===== src/rtl/ifetch_queue_pkg.sv =====
// Shared defaults and the prefetch-queue entry type for the instruction fetch
// queue.
package ifetch_queue_pkg;

  localparam int DEF_ADDR_BITS  = 32;
  localparam int DEF_DATA_WIDTH = 32;
  localparam int DEF_PC_STEP    = 4;
  localparam logic [DEF_ADDR_BITS-1:0] DEF_RESET_PC = '0;

  // One prefetched instruction tagged with the address it was fetched from.
  typedef struct packed {
    logic [DEF_ADDR_BITS-1:0]  pc;
    logic [DEF_DATA_WIDTH-1:0] instr;
  } fetch_entry_t;

endpackage


===== src/rtl/ifetch_queue_fetch_fifo.sv =====
// Power-of-two circular prefetch queue with a synchronous clear that beats
// both push and pop.
module fetch_fifo #(
  parameter  int WIDTH    = 64,
  parameter  int DEPTH    = 4,
  localparam int PTR_BITS = $clog2(DEPTH),
  localparam int CNT_BITS = PTR_BITS + 1
) (
  input  logic                clk,
  input  logic                reset_n,
  input  logic                push,
  input  logic [WIDTH-1:0]    push_data,
  input  logic                pop,
  input  logic                clear,
  output logic [CNT_BITS-1:0] count,
  output logic [WIDTH-1:0]    head
);

  logic [WIDTH-1:0]    mem [DEPTH];
  logic [PTR_BITS-1:0] wr_ptr;
  logic [PTR_BITS-1:0] rd_ptr;
  logic                do_push;
  logic                do_pop;

  assign do_push = push & ~clear;
  assign do_pop  = pop & ~clear & (count != '0);

  always_ff @(posedge clk or negedge reset_n) begin
    if (!reset_n) begin
      wr_ptr <= '0;
      rd_ptr <= '0;
      count  <= '0;
    end else if (clear) begin
      wr_ptr <= '0;
      rd_ptr <= '0;
      count  <= '0;
    end else begin
      if (do_push) wr_ptr <= wr_ptr + PTR_BITS'(1);
      if (do_pop)  rd_ptr <= rd_ptr + PTR_BITS'(1);
      count <= count + CNT_BITS'(do_push) - CNT_BITS'(do_pop);
    end
  end

  // NOTE: storage is deliberately left out of reset; count gates visibility,
  // so stale words are never observed and the array can map to plain RAM.
  always_ff @(posedge clk) begin
    if (do_push) mem[wr_ptr] <= push_data;
  end

  assign head = mem[rd_ptr];

  a_no_overflow: assert property (@(posedge clk) disable iff (!reset_n)
    !(do_push && !do_pop && count == CNT_BITS'(DEPTH)));

endmodule


===== src/rtl/ifetch_queue.sv =====
// Instruction prefetcher: issues sequential fetches while queue space is
// guaranteed, queues tagged responses, and flushes everything on redirect.
module ifetch_queue
  import ifetch_queue_pkg::*;
#(
  parameter  int ADDR_BITS  = DEF_ADDR_BITS,
  parameter  int DATA_WIDTH = DEF_DATA_WIDTH,
  parameter  int FIFO_DEPTH = 4,
  parameter  int PC_STEP    = DEF_PC_STEP,
  parameter  logic [ADDR_BITS-1:0] RESET_PC = ADDR_BITS'(DEF_RESET_PC),
  localparam int CNT_BITS   = $clog2(FIFO_DEPTH) + 1
) (
  input  logic                  clk,
  input  logic                  reset_n,
  input  logic                  redirect,
  input  logic [ADDR_BITS-1:0]  redirect_pc,
  output logic                  imem_req,
  output logic [ADDR_BITS-1:0]  imem_addr,
  input  logic [DATA_WIDTH-1:0] imem_rdata,
  output logic                  out_valid,
  input  logic                  out_ready,
  output logic [DATA_WIDTH-1:0] out_instr,
  output logic [ADDR_BITS-1:0]  out_pc,
  output logic [ADDR_BITS-1:0]  out_next_pc,
  output logic [CNT_BITS-1:0]   count
);

  typedef struct packed {
    logic [ADDR_BITS-1:0]  pc;
    logic [DATA_WIDTH-1:0] instr;
  } entry_t;

  if (FIFO_DEPTH < 2 || (FIFO_DEPTH & (FIFO_DEPTH - 1)) != 0) begin : g_bad_depth
    $error("ifetch_queue: FIFO_DEPTH must be a power of two and at least 2");
  end

  logic [ADDR_BITS-1:0] fetch_pc;
  logic [ADDR_BITS-1:0] inflight_pc;
  logic                 inflight;
  logic                 pop;
  logic                 push;
  logic [CNT_BITS-1:0]  occupancy;
  entry_t               push_entry;
  entry_t               head;

  assign out_valid = (count != '0);
  assign pop       = out_valid & out_ready;

  // Slots committed once this cycle settles; an inflight response always owns
  // a slot, so the queue can never be pushed while full.
  assign occupancy = count + CNT_BITS'(inflight) - CNT_BITS'(pop);

  // NOTE: reset_n gates the strobe combinationally so no request leaks out
  // while reset is held, yet the first cycle after release issues at once.
  assign imem_req  = reset_n & ~redirect & (occupancy < CNT_BITS'(FIFO_DEPTH));
  assign imem_addr = fetch_pc;

  assign push       = inflight & ~redirect;
  assign push_entry = '{pc: inflight_pc, instr: imem_rdata};

  always_ff @(posedge clk or negedge reset_n) begin
    if (!reset_n) begin
      fetch_pc    <= RESET_PC;
      inflight    <= 1'b0;
      inflight_pc <= '0;
    end else begin
      inflight <= imem_req;
      if (imem_req) inflight_pc <= fetch_pc;
      if (redirect)      fetch_pc <= redirect_pc;
      else if (imem_req) fetch_pc <= fetch_pc + ADDR_BITS'(PC_STEP);
    end
  end

  fetch_fifo #(
    .WIDTH (ADDR_BITS + DATA_WIDTH),
    .DEPTH (FIFO_DEPTH)
  ) u_fifo (
    .clk       (clk),
    .reset_n   (reset_n),
    .push      (push),
    .push_data (push_entry),
    .pop       (pop),
    .clear     (redirect),
    .count     (count),
    .head      (head)
  );

  assign out_instr   = head.instr;
  assign out_pc      = head.pc;
  assign out_next_pc = head.pc + ADDR_BITS'(PC_STEP);

endmodule

===== config.mk =====
export PLATFORM = sky130hd
export DESIGN_NAME = ifetch_queue
export DESIGN_NICKNAME = d
export VERILOG_FILES = /design/src/rtl/ifetch_queue_pkg.sv /design/src/rtl/ifetch_queue_fetch_fifo.sv /design/src/rtl/ifetch_queue.sv
export SDC_FILE = /design/constraint.sdc
export NUM_CORES = 1
export LEC_CHECK = 0
export BUFFER_PORTS_ARGS = -buffer_cell sky130_fd_sc_hd__buf_4
export CORE_UTILIZATION = 39
export DETAILED_ROUTE_END_ITERATION = 7
export PLACE_DENSITY = 0.69
export REMOVE_ABC_BUFFERS = 1
export SLEW_MARGIN = 5
export SYNTH_ARGS = -nofsm -noshare
export SYNTH_HDL_FRONTEND = slang
export SYNTH_SLANG_ARGS = --single-unit
export TNS_END_PERCENT = 1

===== constraint.sdc =====
create_clock -name clk -period 5.3 [get_ports clk]
set_input_delay 0.795 -clock clk [delete_from_list [all_inputs] [get_ports clk]]
set_output_delay 0.795 -clock clk [all_outputs]
set_load 0.05 [all_outputs]

==> flow_summary.html <==
<table>
<tr><th>Metric</th><th>Value</th></tr>
<tr><th colspan="2">Setup path</th></tr>
<tr><td>Signal arrival time at the worst endpoint</td><td>3.72 ns</td></tr>
<tr><td>Nature of the critical path endpoint</td><td>output pin</td></tr>
<tr><td>Critical path, cell by cell</td><td>mux4_1, ha_1, nand3_1, nor4_4, nand2_1, xnor2_1, buf_4</td></tr>
<tr><td>Data required time at the worst endpoint</td><td>4.51 ns</td></tr>
<tr><td>Register-to-register setup slack</td><td>1.65 ns</td></tr>
<tr><td>Slowest stage delay, CP</td><td>0.91 ns</td></tr>
<tr><td>Buf+Inv Stages, Crit Path</td><td>1</td></tr>
<tr><td>Largest fanout of any net on the critical path</td><td>38</td></tr>
<tr><td>Cell family with most CP delay</td><td>flip-flops</td></tr>
<tr><td>Critical-path top delay cell</td><td>dfrtp_4</td></tr>
<tr><td>Worst setup path category</td><td>reg2out</td></tr>
<tr><td>Nature of the critical path startpoint</td><td>flop</td></tr>
<tr><th colspan="2">GRT</th></tr>
<tr><td>Vias in the first global route</td><td>7715</td></tr>
<tr><td>Overflow left after global routing</td><td>0</td></tr>
<tr><td>Number of antenna violations at the first check in global routing</td><td>0</td></tr>
<tr><td>Largest net degree at the start of global routing</td><td>65</td></tr>
<tr><td>Overall global routing resource usage</td><td>16.7%</td></tr>
<tr><td>Global-route wire length before repair</td><td>45200 um</td></tr>
<tr><th colspan="2">CTS</th></tr>
<tr><td>CTS Buf Count</td><td>36</td></tr>
<tr><td>Master cell of the clock root buffer</td><td>clkbuf_16</td></tr>
<tr><td>Post-CTS Hold Buffers</td><td>0</td></tr>
<tr><td>Maximum clock path buffer count</td><td>3</td></tr>
<tr><td>Worst skew pair latency</td><td>0.50 ns</td></tr>
<tr><td>Number of levels in the clock H-tree</td><td>2</td></tr>
<tr><td>Clock slew at reported path FFs</td><td>0.06 ns</td></tr>
<tr><td>TritonCTS clock tree</td><td>built</td></tr>
<tr><td>Number of sinks handled by clock tree synthesis</td><td>328</td></tr>
<tr><td>Total setup buffers inserted after CTS</td><td>0</td></tr>
<tr><td>Post_cts resized</td><td>0</td></tr>
<tr><th colspan="2">Yosys</th></tr>
<tr><td>Most instantiated library cell after synthesis</td><td>edfxtp_1</td></tr>
<tr><td>Number of synthesized register bits</td><td>328</td></tr>
<tr><td>Largest area contributor in the netlist</td><td>edfxtp_1</td></tr>
<tr><td>Yosys synthesis warning count</td><td>0</td></tr>
<tr><td>Instance count of the mapped netlist</td><td>747</td></tr>
<tr><td>Dominant cells by area after synthesis</td><td>edfxtp_1 (57%), dfrtp_1 (13%), mux4_2 (8.2%)</td></tr>
<tr><td>Commonest cells in the netlist</td><td>edfxtp_1 (256), dfrtp_1 (72), mux4_2 (49)</td></tr>
<tr><td>Synthesized area divided by synthesized cell count</td><td>17.9 um^2</td></tr>
<tr><td>Post-synthesis sequential area ratio</td><td>70.9%</td></tr>
<tr><td>Number of library cell types mapped by synthesis</td><td>52</td></tr>
<tr><td>Post-synth EDFFs</td><td>256</td></tr>
<tr><td>Syn Std Cell Area</td><td>0.0134 mm^2</td></tr>
<tr><td>Prevailing post-synth register cell</td><td>edfxtp_1</td></tr>
<tr><td>Post-synthesis async set-or-reset flop share</td><td>22.0%</td></tr>
<tr><td>Area share of the largest cell type after synthesis</td><td>57.4%</td></tr>
<tr><th colspan="2">Route</th></tr>
<tr><td>Final routed wire length divided by cell count</td><td>20.5 um</td></tr>
<tr><td>DRC errors left</td><td>0</td></tr>
<tr><td>Post-Route WL</td><td>29300 um</td></tr>
<tr><td>DR pass1 iterations</td><td>4</td></tr>
<tr><td>Via total after detailed routing</td><td>7553</td></tr>
<tr><td>Residual antenna-violating net count after detailed routing</td><td>0</td></tr>
<tr><td>Starting DRC count in detailed routing</td><td>495</td></tr>
<tr><td>Post-detailed-route via-to-cell ratio</td><td>5.28</td></tr>
<tr><th colspan="2">Floorplan</th></tr>
<tr><td>IO Count</td><td>201</td></tr>
<tr><td>Starting utilization of the core area</td><td>39.7%</td></tr>
<tr><td>X dimension of the die</td><td>187 um</td></tr>
<tr><td>CORE AREA</td><td>0.0337 mm^2</td></tr>
<tr><td>Vertical extent of the die</td><td>187 um</td></tr>
<tr><td>Site Rows</td><td>67</td></tr>
<tr><td>Die area</td><td>0.0351 mm^2</td></tr>
<tr><th colspan="2">STA</th></tr>
<tr><td>Achievable frequency</td><td>222 MHz</td></tr>
<tr><td>Final Skew</td><td>0.0212 ns</td></tr>
<tr><td>Min Tclk post-route</td><td>4.51 ns</td></tr>
<tr><td>Number of pins exceeding their max-slew limit in the final report</td><td>0</td></tr>
<tr><td>Final cycle utilization of the critical path</td><td>85.1%</td></tr>
<tr><td>Setup repair after global routing missed its margin</td><td>false</td></tr>
<tr><td>Relative max-transition margin</td><td>30.7%</td></tr>
<tr><td>Worst Max-Slew Pin Slew</td><td>1.04 ns</td></tr>
<tr><td>Number of hold violations in the final report</td><td>0</td></tr>
<tr><td>Final setup violation count</td><td>0</td></tr>
<tr><th colspan="2">Cells and area</th></tr>
<tr><td>Post-route insts no fill</td><td>1430</td></tr>
<tr><td># fillers</td><td>2881</td></tr>
<tr><td>Total number of nets in the final design</td><td>1039</td></tr>
<tr><td>Area added between synthesis and finish</td><td>22.4%</td></tr>
<tr><td>Fraction of final layout cells with drive strength greater than 1</td><td>35.7%</td></tr>
<tr><td>Antenna Cells</td><td>0</td></tr>
<tr><td>Final design utilization</td><td>48.7%</td></tr>
<tr><th colspan="2">Pwr</th></tr>
<tr><td>Peak supply drop</td><td>0.000322 V</td></tr>
<tr><td>Total power of the final layout</td><td>8.70 mW</td></tr>
<tr><td>Power density cells</td><td>530 mW/mm^2</td></tr>
<tr><td>Leakage</td><td>5.82 nW</td></tr>
<tr><th colspan="2">Placed design</th></tr>
<tr><td>Sum of net half-perimeters after detailed placement</td><td>18800 um</td></tr>
<tr><td>GP Congestion</td><td>0.780</td></tr>
<tr><td>Post-placement cell count</td><td>1370</td></tr>
<tr><td>I/O Buffers</td><td>200</td></tr>
<tr><th colspan="2">Flow run</th></tr>
<tr><td>Maximum capacitance violations</td><td>0</td></tr>
<tr><th colspan="2">Run status</th></tr>
<tr><td>Result of the run</td><td>finished, final reports clean</td></tr>
<tr><th colspan="2">Worst hold path</th></tr>
<tr><td>Hold Path Class</td><td>in2async</td></tr>
</table>
[layer usage]
layer / up-vias / part of all wire, % / GRT usage [%]
met1: 3872 / 45 / 23.7
met4: 0 / 2.1 / 4.79
met3: 43 / 5.5 / 2.96
met5: - / 0 / 0
li1: 3390 / - / -
met2: 248 / 47 / 26.6
[worst register-to-register path, stage by stage (launching register included)]
cell and delay (ns):
dfrtp_1 0.44, or3_1 0.40, and2_1 0.24, ha_1 0.20, inv_1 0.05, ha_1 0.21
and3b_1 0.20, nor3_2 0.61, o2111ai_1 0.45, or4_1 0.59, a31oi_1 0.18
[cell usage in the layout, fill, tap and decap left out, drive strengths merged]
cell      count
and2          8
o31a          1
o311ai        3
mux2i         2
clkinv       14
inv          17
and4          3
ha           10
nor3          4
a211oi        1
mux4         64
a31oi        14
or3          15
nor4b         1
fa            1
o2111ai       6
clkbuf       43
bufinv        1
o21a          2
nand4        13
edfxtp      256
xnor2        29
nand3        20
dfrtp        72
nor2         28
or4           4
buf         206
o21ai        29
and3          6
nand2b        1
o211ai        9
o31ai         3
nor4          2
nand2        43
xor2         14
and3b         1
nor2b         4
mux2         29
or2           1
clkinvlp      2
[state kept, by name, summed over array words and instances (netlist names)]
name           cells
u_fifo.rd_ptr      2
u_fifo.mem       256
u_fifo.count       3
inflight_pc       32
u_fifo.wr_ptr      2
imem_addr         32
inflight           1
[per-stage QoR]
stage / hold WS [ns] / cell area, um^2 / setup slack (ns) / setup TNS (ns)
6_report: 0.306 / 16400 / 0.789 / 0
5_1_grt: 0.327 / 16400 / 0.638 / 0
4_1_cts: 0.307 / 16400 / 0.751 / 0
3_5_place_dp: 0.513 / 15300 / 1.30 / 0
3_3_place_gp: 0.491 / 15300 / 1.36 / 0
2_1_floorplan: 0.471 / 13200 / -0.787 / -17.28
[cell families (layout without fill, tap and decap cells)]
| kind of cell | after synthesis | in the layout | share of synthesized area [%] |
|---|---|---|---|
| compound gates | 68 | 68 | 3.23 |
| simple gates | 154 | 154 | 6.34 |
| buf+inv | 48 | 283 | 1.87 |
| fa+ha+maj | 11 | 11 | 1.08 |
| mux | 95 | 95 | 13.8 |
| flops | 328 | 328 | 70.9 |
| xor+xnor | 43 | 43 | 2.87 |
[final timing paths]
path                             startpoint           endpoint  cells past startpoint
setup / recovery           u_fifo.rd_ptr[0]    out_next_pc[18]                      7
hold / removal                      reset_n   u_fifo.wr_ptr[1]                      1
setup reg to reg            u_fifo.count[1]      imem_addr[31]                     10
hold reg to reg             inflight_pc[18]  u_fifo.mem[2][50]                      0
max in group asynchronous           reset_n    inflight_pc[27]                      2
min in group clk              imem_rdata[7]   u_fifo.mem[0][7]                      1
[final cells by class]
type,instances,area (um^2),share of cell area (%)
inverters,17,63.8,0.389
clock inverters,17,110,0.671
multi-input cells,371,3660,22.3
well taps,448,561,3.42
clock buffers,43,958,5.84
repair buffers,206,1550,9.43
flip-flops and latches,328,9500,57.9
[where the power goes]
| part | switching [mW] | leakage, nW | internal [mW] |
|---|---|---|---|
| clock network | 0.948 | 0.522 | 1.33 |
| registers | 0.343 | 3.17 | 3.19 |
| logic | 1.89 | 2.13 | 0.999 |
| total | 3.18 | 5.82 | 5.52 |
Note: power is estimated with default switching activity, not from simulation.
